==> src/rtl/melody_game_pkg.sv <==
// Shared types and helpers for the melody memory game engine.
package melody_game_pkg;

  // Game phases: playback of the prefix, waiting for and echoing keys, end states.
  typedef enum logic [2:0] {
    ST_IDLE     = 3'd0,
    ST_PLAY_ON  = 3'd1,
    ST_PLAY_OFF = 3'd2,
    ST_WAIT_KEY = 3'd3,
    ST_ECHO     = 3'd4,
    ST_WIN      = 3'd5,
    ST_LOSE     = 3'd6
  } state_t;

  // Note code that drives the piezo silent.
  localparam int unsigned SILENT = 32'd0;

  // Bits needed to hold values 0..n-1, never less than one bit.
  function automatic int unsigned width_of(input int unsigned n);
    if (n <= 32'd2) begin
      return 32'd1;
    end else begin
      return $clog2(n);
    end
  endfunction

endpackage

==> src/rtl/tick_gen.sv <==
// Timing prescaler: one-cycle tick every TICK_DIV clocks, restartable by clear.
module tick_gen
  import melody_game_pkg::*;
#(
  parameter int unsigned TICK_DIV = 32'd5000000
) (
  input  logic i_clk,
  input  logic i_reset,
  input  logic i_clear,
  output logic o_tick
);

  localparam int unsigned CNT_W = width_of(TICK_DIV);

  logic [CNT_W-1:0] r_count;
  logic             w_wrap;

  assign w_wrap = (r_count == CNT_W'(TICK_DIV - 32'd1));
  assign o_tick = w_wrap;

  // Count 0..TICK_DIV-1; clear restarts the phase from zero.
  always_ff @(posedge i_clk) begin
    if (i_reset) begin
      r_count <= '0;
    end else if (i_clear || w_wrap) begin
      r_count <= '0;
    end else begin
      r_count <= r_count + CNT_W'(1);
    end
  end

endmodule

==> src/rtl/melody_memory_game.sv <==
// Memory/echo game: plays a growing melody prefix, checks keypad answers, tracks lives.
module melody_memory_game
  import melody_game_pkg::*;
#(
  parameter int unsigned NOTE_W    = 32'd3,
  parameter int unsigned MAX_LEN   = 32'd8,
  parameter int unsigned TICK_DIV  = 32'd5000000,
  parameter int unsigned ON_TICKS  = 32'd2,
  parameter int unsigned OFF_TICKS = 32'd2,
  parameter int unsigned LIVES     = 32'd3
) (
  input  logic                                clk,
  input  logic                                reset,
  input  logic                                seq_wr_en,
  input  logic [MAX_LEN*NOTE_W-1:0]           seq_data,
  input  logic                                start,
  input  logic                                reverse_mode,
  input  logic                                key_valid,
  input  logic [NOTE_W-1:0]                   key_code,
  output logic [NOTE_W-1:0]                   tone_out,
  output logic [NOTE_W-1:0]                   led_out,
  output logic                                playing,
  output logic                                await_key,
  output logic [width_of(MAX_LEN+32'd1)-1:0]  round_len,
  output logic [width_of(LIVES+32'd1)-1:0]    miss_count,
  output logic                                win,
  output logic                                lose
);

  localparam int unsigned IDX_W  = width_of(MAX_LEN);
  localparam int unsigned RL_W   = width_of(MAX_LEN + 32'd1);
  localparam int unsigned MC_W   = width_of(LIVES + 32'd1);
  localparam int unsigned TC_MAX = (ON_TICKS > OFF_TICKS) ? ON_TICKS : OFF_TICKS;
  localparam int unsigned TC_W   = width_of(TC_MAX);

  state_t            r_state;
  state_t            w_state_nxt;
  logic [NOTE_W-1:0] r_notes [MAX_LEN];
  logic              r_loaded;
  logic              r_rev;
  logic [IDX_W-1:0]  r_idx;
  logic [IDX_W-1:0]  r_exp;
  logic [NOTE_W-1:0] r_key;
  logic              r_hit;
  logic [RL_W-1:0]   r_round;
  logic [MC_W-1:0]   r_miss;
  logic [TC_W-1:0]   r_tick_cnt;
  logic [NOTE_W-1:0] r_tone;
  logic              r_playing;
  logic              r_await;
  logic              r_win;
  logic              r_lose;

  logic              w_tick;
  logic              w_state_chg;
  logic              w_cmd_ok;
  logic              w_load;
  logic              w_start;
  logic              w_on_done;
  logic              w_off_done;
  logic [IDX_W-1:0]  w_last_pos;
  logic              w_last_note;
  logic              w_last_ans;
  logic              w_full;
  logic [MC_W-1:0]   w_miss_inc;
  logic              w_lose_now;

  // Every state entry restarts both the prescaler and the per-phase tick count.
  assign w_state_chg = (w_state_nxt != r_state);

  tick_gen #(
    .TICK_DIV (TICK_DIV)
  ) u_tick_gen (
    .i_clk   (clk),
    .i_reset (reset),
    .i_clear (w_state_chg),
    .o_tick  (w_tick)
  );

  // Load and start are only honoured between games; a load wins over start.
  assign w_cmd_ok    = (r_state == ST_IDLE) || (r_state == ST_WIN) || (r_state == ST_LOSE);
  assign w_load      = w_cmd_ok && seq_wr_en;
  assign w_start     = w_cmd_ok && start && !seq_wr_en && r_loaded;
  assign w_on_done   = w_tick && (r_tick_cnt == TC_W'(ON_TICKS - 32'd1));
  assign w_off_done  = w_tick && (r_tick_cnt == TC_W'(OFF_TICKS - 32'd1));
  assign w_last_pos  = IDX_W'(r_round - RL_W'(1));
  assign w_last_note = (r_idx == w_last_pos);
  assign w_last_ans  = r_rev ? (r_exp == IDX_W'(0)) : (r_exp == w_last_pos);
  assign w_full      = (r_round == RL_W'(MAX_LEN));
  assign w_miss_inc  = r_miss + MC_W'(1);
  assign w_lose_now  = (w_miss_inc == MC_W'(LIVES));

  // State register.
  always_ff @(posedge clk) begin
    if (reset) begin
      r_state <= ST_IDLE;
    end else begin
      r_state <= w_state_nxt;
    end
  end

  // Next-state decision for the game phases.
  always_comb begin
    w_state_nxt = r_state;
    case (r_state)
      ST_IDLE, ST_WIN, ST_LOSE: begin
        if (w_start) w_state_nxt = ST_PLAY_ON;
        else         w_state_nxt = r_state;
      end
      ST_PLAY_ON: begin
        if (w_on_done) w_state_nxt = ST_PLAY_OFF;
        else           w_state_nxt = r_state;
      end
      ST_PLAY_OFF: begin
        if (w_off_done) begin
          if (w_last_note) w_state_nxt = ST_WAIT_KEY;
          else             w_state_nxt = ST_PLAY_ON;
        end else begin
          w_state_nxt = r_state;
        end
      end
      ST_WAIT_KEY: begin
        if (key_valid) w_state_nxt = ST_ECHO;
        else           w_state_nxt = r_state;
      end
      ST_ECHO: begin
        if (w_on_done) begin
          if (r_hit) begin
            if (!w_last_ans) w_state_nxt = ST_WAIT_KEY;
            else if (w_full) w_state_nxt = ST_WIN;
            else             w_state_nxt = ST_PLAY_ON;
          end else begin
            if (w_lose_now) w_state_nxt = ST_LOSE;
            else            w_state_nxt = ST_PLAY_ON;
          end
        end else begin
          w_state_nxt = r_state;
        end
      end
      default: w_state_nxt = ST_IDLE;
    endcase
  end

  // Ticks elapsed within the current phase.
  always_ff @(posedge clk) begin
    if (reset || w_state_chg) begin
      r_tick_cnt <= '0;
    end else if (w_tick) begin
      r_tick_cnt <= r_tick_cnt + TC_W'(1);
    end
  end

  // Melody store, round/miss bookkeeping and playback/answer pointers.
  always_ff @(posedge clk) begin
    if (reset) begin
      for (int i = 0; i < MAX_LEN; i++) r_notes[i] <= '0;
      r_loaded <= 1'b0;
      r_rev    <= 1'b0;
      r_idx    <= '0;
      r_exp    <= '0;
      r_key    <= '0;
      r_hit    <= 1'b0;
      r_round  <= '0;
      r_miss   <= '0;
    end else begin
      if (w_load) begin
        for (int i = 0; i < MAX_LEN; i++) r_notes[i] <= seq_data[i*NOTE_W +: NOTE_W];
        r_loaded <= 1'b1;
      end
      case (r_state)
        ST_IDLE, ST_WIN, ST_LOSE: begin
          if (w_start) begin
            r_round <= RL_W'(1);
            r_miss  <= '0;
            r_rev   <= reverse_mode;
            r_idx   <= '0;
          end
        end
        ST_PLAY_OFF: begin
          if (w_off_done) begin
            if (w_last_note) r_exp <= r_rev ? w_last_pos : IDX_W'(0);
            else             r_idx <= r_idx + IDX_W'(1);
          end
        end
        ST_WAIT_KEY: begin
          if (key_valid) begin
            r_key <= key_code;
            r_hit <= (key_code == r_notes[r_exp]);
          end
        end
        ST_ECHO: begin
          if (w_on_done) begin
            if (r_hit) begin
              if (!w_last_ans) begin
                r_exp <= r_rev ? (r_exp - IDX_W'(1)) : (r_exp + IDX_W'(1));
              end else if (!w_full) begin
                r_round <= r_round + RL_W'(1);
                r_idx   <= '0;
              end
            end else begin
              r_miss <= w_miss_inc;
              r_idx  <= '0;
            end
          end
        end
        default: ;
      endcase
    end
  end

  // Registered outputs follow the state one cycle after entry.
  always_ff @(posedge clk) begin
    if (reset) begin
      r_tone    <= NOTE_W'(SILENT);
      r_playing <= 1'b0;
      r_await   <= 1'b0;
      r_win     <= 1'b0;
      r_lose    <= 1'b0;
    end else begin
      r_playing <= (r_state == ST_PLAY_ON) || (r_state == ST_PLAY_OFF);
      r_await   <= (r_state == ST_WAIT_KEY);
      r_win     <= (r_state == ST_WIN);
      r_lose    <= (r_state == ST_LOSE);
      case (r_state)
        ST_PLAY_ON: r_tone <= r_notes[r_idx];
        ST_ECHO:    r_tone <= r_key;
        default:    r_tone <= NOTE_W'(SILENT);
      endcase
    end
  end

  assign tone_out   = r_tone;
  assign led_out    = r_tone;
  assign playing    = r_playing;
  assign await_key  = r_await;
  assign round_len  = r_round;
  assign miss_count = r_miss;
  assign win        = r_win;
  assign lose       = r_lose;

endmodule

==> config.mk <==
export PLATFORM = sky130hd
export DESIGN_NAME = melody_memory_game
export DESIGN_NICKNAME = d
export VERILOG_FILES = /design/src/rtl/melody_game_pkg.sv /design/src/rtl/tick_gen.sv /design/src/rtl/melody_memory_game.sv
export SDC_FILE = /design/constraint.sdc
export NUM_CORES = 1
export LEC_CHECK = 0
export ABC_AREA = 1
export CORE_MARGIN = 8
export CORE_UTILIZATION = 59
export CTS_BUF_LIST = sky130_fd_sc_hd__clkbuf_4
export CTS_CLUSTER_SIZE = 14
export DETAILED_ROUTE_END_ITERATION = 8
export GPL_TIMING_DRIVEN = 0
export PLACE_DENSITY = 0.83
export SYNTH_ARGS = -nofsm -noshare
export SYNTH_HDL_FRONTEND = slang
export SYNTH_HIERARCHICAL = 1
export SYNTH_SLANG_ARGS = --single-unit
==> constraint.sdc <==
create_clock -name clk -period 3.1 [get_ports clk]
set_clock_uncertainty 0.15 [all_clocks]
set_input_delay 0.93 -clock clk [delete_from_list [all_inputs] [get_ports clk]]
set_output_delay 0.93 -clock clk [all_outputs]
set_load 0.1 [all_outputs]
==> impl_metrics.csv, run 1 <==
group,metric,value,unit
global_routing,grt_use_met2,35.1,%
setup_path,slowest_delay,1.14,ns
power,p_switching,0.000702,W
yosys,synth_top_flop_cell,"dfxtp_1",
detailed_routing,drtIter0Drc,183,
final_layout,drive_gt1_share,12.1,%
outcome,run_status,"complete, no violations",
power,power.total,0.00225,W
sta,period_share,97.5,%
global_routing,first_global_vias,4068,
die,start_util,60.3,%
yosys,synth-warning-count,6,
yosys,syn-cell-area,4610,um2
sta,holdWs,0.311,ns
cts,postCtsHoldBufs,0,
final_layout,num_antenna_cells,0,
power,clkPwrFrac,23.9,%
yosys,synth.net_count,663,
cts,root_buffer,"clkbuf_4",
power,power_density,420,nW/um2
cts,htree_levels,3,
die,num_io_pins,49,
cts,cts.clk_slew.worst_paths,0.12,ns
power,p_seq_share,54.2,%
setup_path,critPathTopFamily,"buffers and inverters",
sta,maxSlewHeadroom,34.6,%
die,die_w,104,um
setup_path,critPathLaunchType,"flop",
global_routing,antenna_found_initial,0,
setup_path,r2r_start,"u_tick_gen/r_count[0]",
power,p_sw_share,31.3,%
power,leakagePower,2.29,nW
placed_design,hpwlAfterDp,8.22,mm
detailed_routing,vias,4158,
placed_design,io_buffers,48,
sta,worstMarginPinSlew,0.978,ns
sta,setup-violations-final,0,
detailed_routing,wl_per_cell,13.5,um
yosys,syn_area_per_cell,7.40,um2
placed_design,gp_congestion,0.921,
setup_path,path_cells,"clkdlybuf4s50_1",
die,fp-row-count,32,
setup_path,crit_buf_inv,1,
detailed_routing,routed_wl,10.7,mm
setup_path,crit_path_start,"miss_count[1]",
worst_hold_path,min_from,"u_tick_gen/r_count[0]",
final_layout,final_nets,722,
die,design.core.area,7650,um2
global_routing,top_usage_layer,"met2",
sta,finalHoldViolCount,0,
global_routing,grt_start_max_net_pins,25,
setup_path,required,2.02,ns
detailed_routing,vias_per_cell,5.27,
die,die-area,10900,um2
sta,rsz0062_at_grt,"false",
die,die_h,104,um
setup_path,critical_path_class,"reg -> out",
final_layout,area_growth,15.9,%
global_routing,grt.overflow.total,0,
yosys,seq_area_frac_synth,40.8,%
power,peakVddDrop,240,uV
cts,clock_latency,0.42,ns
setup_path,crit_fanout,3,
power,power.internal,0.00154,W
detailed_routing,drc,0,
yosys,ys_types,43,
cts,cts_setup_buffers,0,
yosys,synth_cells,623,
cts,cts_buffer_depth,2,
global_routing,grtUsageMet1,23.3,%
detailed_routing,ant_nets,0,
worst_hold_path,hold_path.class,"reg -> reg",
job,drv_cap,0,
sta,fmax,331,MHz
cts,numCtsBuffers,9,
setup_path,critPathArrivalTime,1.94,ns
sta,finalCriticalPeriod,3.02,ns
sta,maxSlewViolCount,0,
power,combPwrFrac,21.8,%
yosys,async_flop_share,0,%
global_routing,grt_pass1_wl,18.2,mm
cts,cts_tree,"built",
yosys,synth_edf_count,24,
detailed_routing,drt-pass1-iter-count,5,
cts,cts.sinks,82,
setup_path,end_kind,"output pin",
global_routing,grt_use_met3,3.90,%
setup_path,slowest_stage,"clkdlybuf4s50_1",
global_routing,grtUsageTotal,20.0,%
yosys,ys_ff_latch,82,
worst reg2reg max path, stage by stage (launching register included):
cell and delay (ns):
dfxtp_1 0.38, ha_1 0.21, nand3_1 0.16, nor2_1 0.16, nand3_2 0.12, inv_1 0.09, nand2_1 0.10, inv_1 0.15
nor2_1 0.07, nor2_1 0.11, nand3_1 0.13, xor2_1 0.17, nor2_2 0.12, nand2_2 0.07, nor2_1 0.19, nand2_4 0.10
buf_8 0.16, a21oi_2 0.11
final timing paths:
check	to	slack, ns	cells past startpoint
worst max-delay path	miss_count[1]	0.08	1
worst min-delay path	u_tick_gen/r_count[0]	0.31	1
worst max register to register	u_tick_gen/r_count[8]	0.27	17
worst min register to register	u_tick_gen/r_count[0]	0.31	1
per-stage QoR:
stage          TNS, ns  std cells  setup WS [ns]  util (%)  area (um2)
2_1_floorplan        0        623        0.00525         -        4610
3_3_place_gp    -11.97        773         -0.500      68.3        5220
3_5_place_dp    -13.31        773         -0.556      68.3        5220
4_1_cts              0        789        0.00861      69.7        5330
5_1_grt              0        789         0.0138      69.9        5350
6_report             0        789         0.0764      69.9        5350
cells in the final DEF (no fill, tap or decap), types with 8 or more instances in the layout:
cell type / Yosys / final
clkbuf_1: 8 / 8
o211ai_1: 11 / 11
nand2_1: 128 / 127
clkdlybuf4s50_1: 0 / 42
dfxtp_1: 58 / 58
nand3_1: 37 / 37
nor2_1: 90 / 90
o21ai_0: 31 / 31
nor2_2: 11 / 11
clkbuf_4: 0 / 12
a21oi_1: 38 / 38
edfxtp_1: 24 / 24
inv_1: 87 / 87
nand2_2: 13 / 14
cell usage after synthesis, types with 2 or more instances:
master | number | area [um2]
inv_1 | 87 | 327
nand2_4 | 5 | 56.3
buf_6 | 3 | 33.8
o21ai_1 | 2 | 10.0
nand3b_1 | 3 | 22.5
edfxtp_1 | 24 | 721
xor2_1 | 7 | 61.3
o22ai_1 | 3 | 18.8
nand4_1 | 4 | 25.0
dfxtp_1 | 58 | 1160
o21bai_1 | 2 | 15.0
nor2_1 | 90 | 338
ha_1 | 6 | 75.1
a31oi_1 | 2 | 12.5
nand3_2 | 5 | 50.1
nand2_2 | 13 | 81.3
nor2_8 | 2 | 40.0
o21ai_0 | 31 | 155
o211a_1 | 2 | 20.0
nand3_1 | 37 | 185
o211ai_1 | 11 | 82.6
inv_2 | 5 | 18.8
xnor2_1 | 7 | 61.3
buf_2 | 4 | 20.0
a21oi_2 | 2 | 17.5
a21oi_1 | 38 | 190
nand2_1 | 128 | 480
nor2_2 | 11 | 68.8
nor2_4 | 5 | 56.3
clkbuf_1 | 8 | 30.0
buf_4 | 3 | 22.5
nor3_1 | 4 | 20.0
final cells by class:
cell class / instances / area [um2]
fillers: 659 / 2300
multi-input cells: 429 / 2250
flip-flops and latches: 82 / 1880
repair buffers: 48 / 492
inverters: 92 / 345
plain buffers: 20 / 135
well taps: 102 / 128
clock buffers: 12 / 90.1
clock inverters: 4 / 20.0
state kept, by name, summed over array words and instances, names as in the netlist, 2 cells and up, named ones only:
signal              cells
r_exp                   3
led_out                 3
r_state                 3
r_key                   3
r_notes                24
miss_count              2
u_tick_gen/r_count     23
r_idx                   3
round_len               4
repair_timing:
item                       4_1_cts  5_1_grt
hold endpoints to repair         0        0
gates resized for setup          2        5
setup endpoints to repair       25        5
routing by layer:
layer | vias up | wire [um]
li1 | 2106 | -
met1 | 1897 | 4530
met2 | 133 | 5320
met3 | 22 | 605
met4 | 0 | 223
met5 | - | 0
cells by family (layout without fill, tap and decap cells):
logic type               Yosys count  in the layout  synth area share [%]
buffers and inverters            112            176                  10.4
XOR/XNOR                          14             14                  2.66
adder cells (fa/ha/maj)            7              7                  2.06
flip-flops                        82             82                  40.8
AO/OA/AOI/OAI                     97             97                  12.3
AND/OR/NAND/NOR                  311            311                  31.7
power groups by stage:
| stage | registers [W] | clock network [W] | logic, W |
|---|---|---|---|
| after floorplan | 0.00126 | 0 | 0.000319 |
| after global placement | 0.00124 | 0 | 0.000471 |
| after detailed placement | 0.00124 | 0 | 0.000487 |
| after CTS | 0.00122 | 0.000547 | 0.000490 |
| after global routing | 0.00123 | 0.000595 | 0.000534 |
| final | 0.00122 | 0.000537 | 0.000491 |
Power figures use the tool's default switching activity.
==> inputs of run 2 (changes only) <==
--- a/config.mk
+++ b/config.mk
@@ -9,6 +9,7 @@
 export CORE_MARGIN = 8
 export CORE_UTILIZATION = 59
 export CTS_BUF_LIST = sky130_fd_sc_hd__clkbuf_4
+export CTS_CLUSTER_DIAMETER = 60
 export CTS_CLUSTER_SIZE = 14
 export DETAILED_ROUTE_END_ITERATION = 8
 export GPL_TIMING_DRIVEN = 0
==> results of run 2 <==
The final DEF is identical to that of run 1; final timing and power are the same.
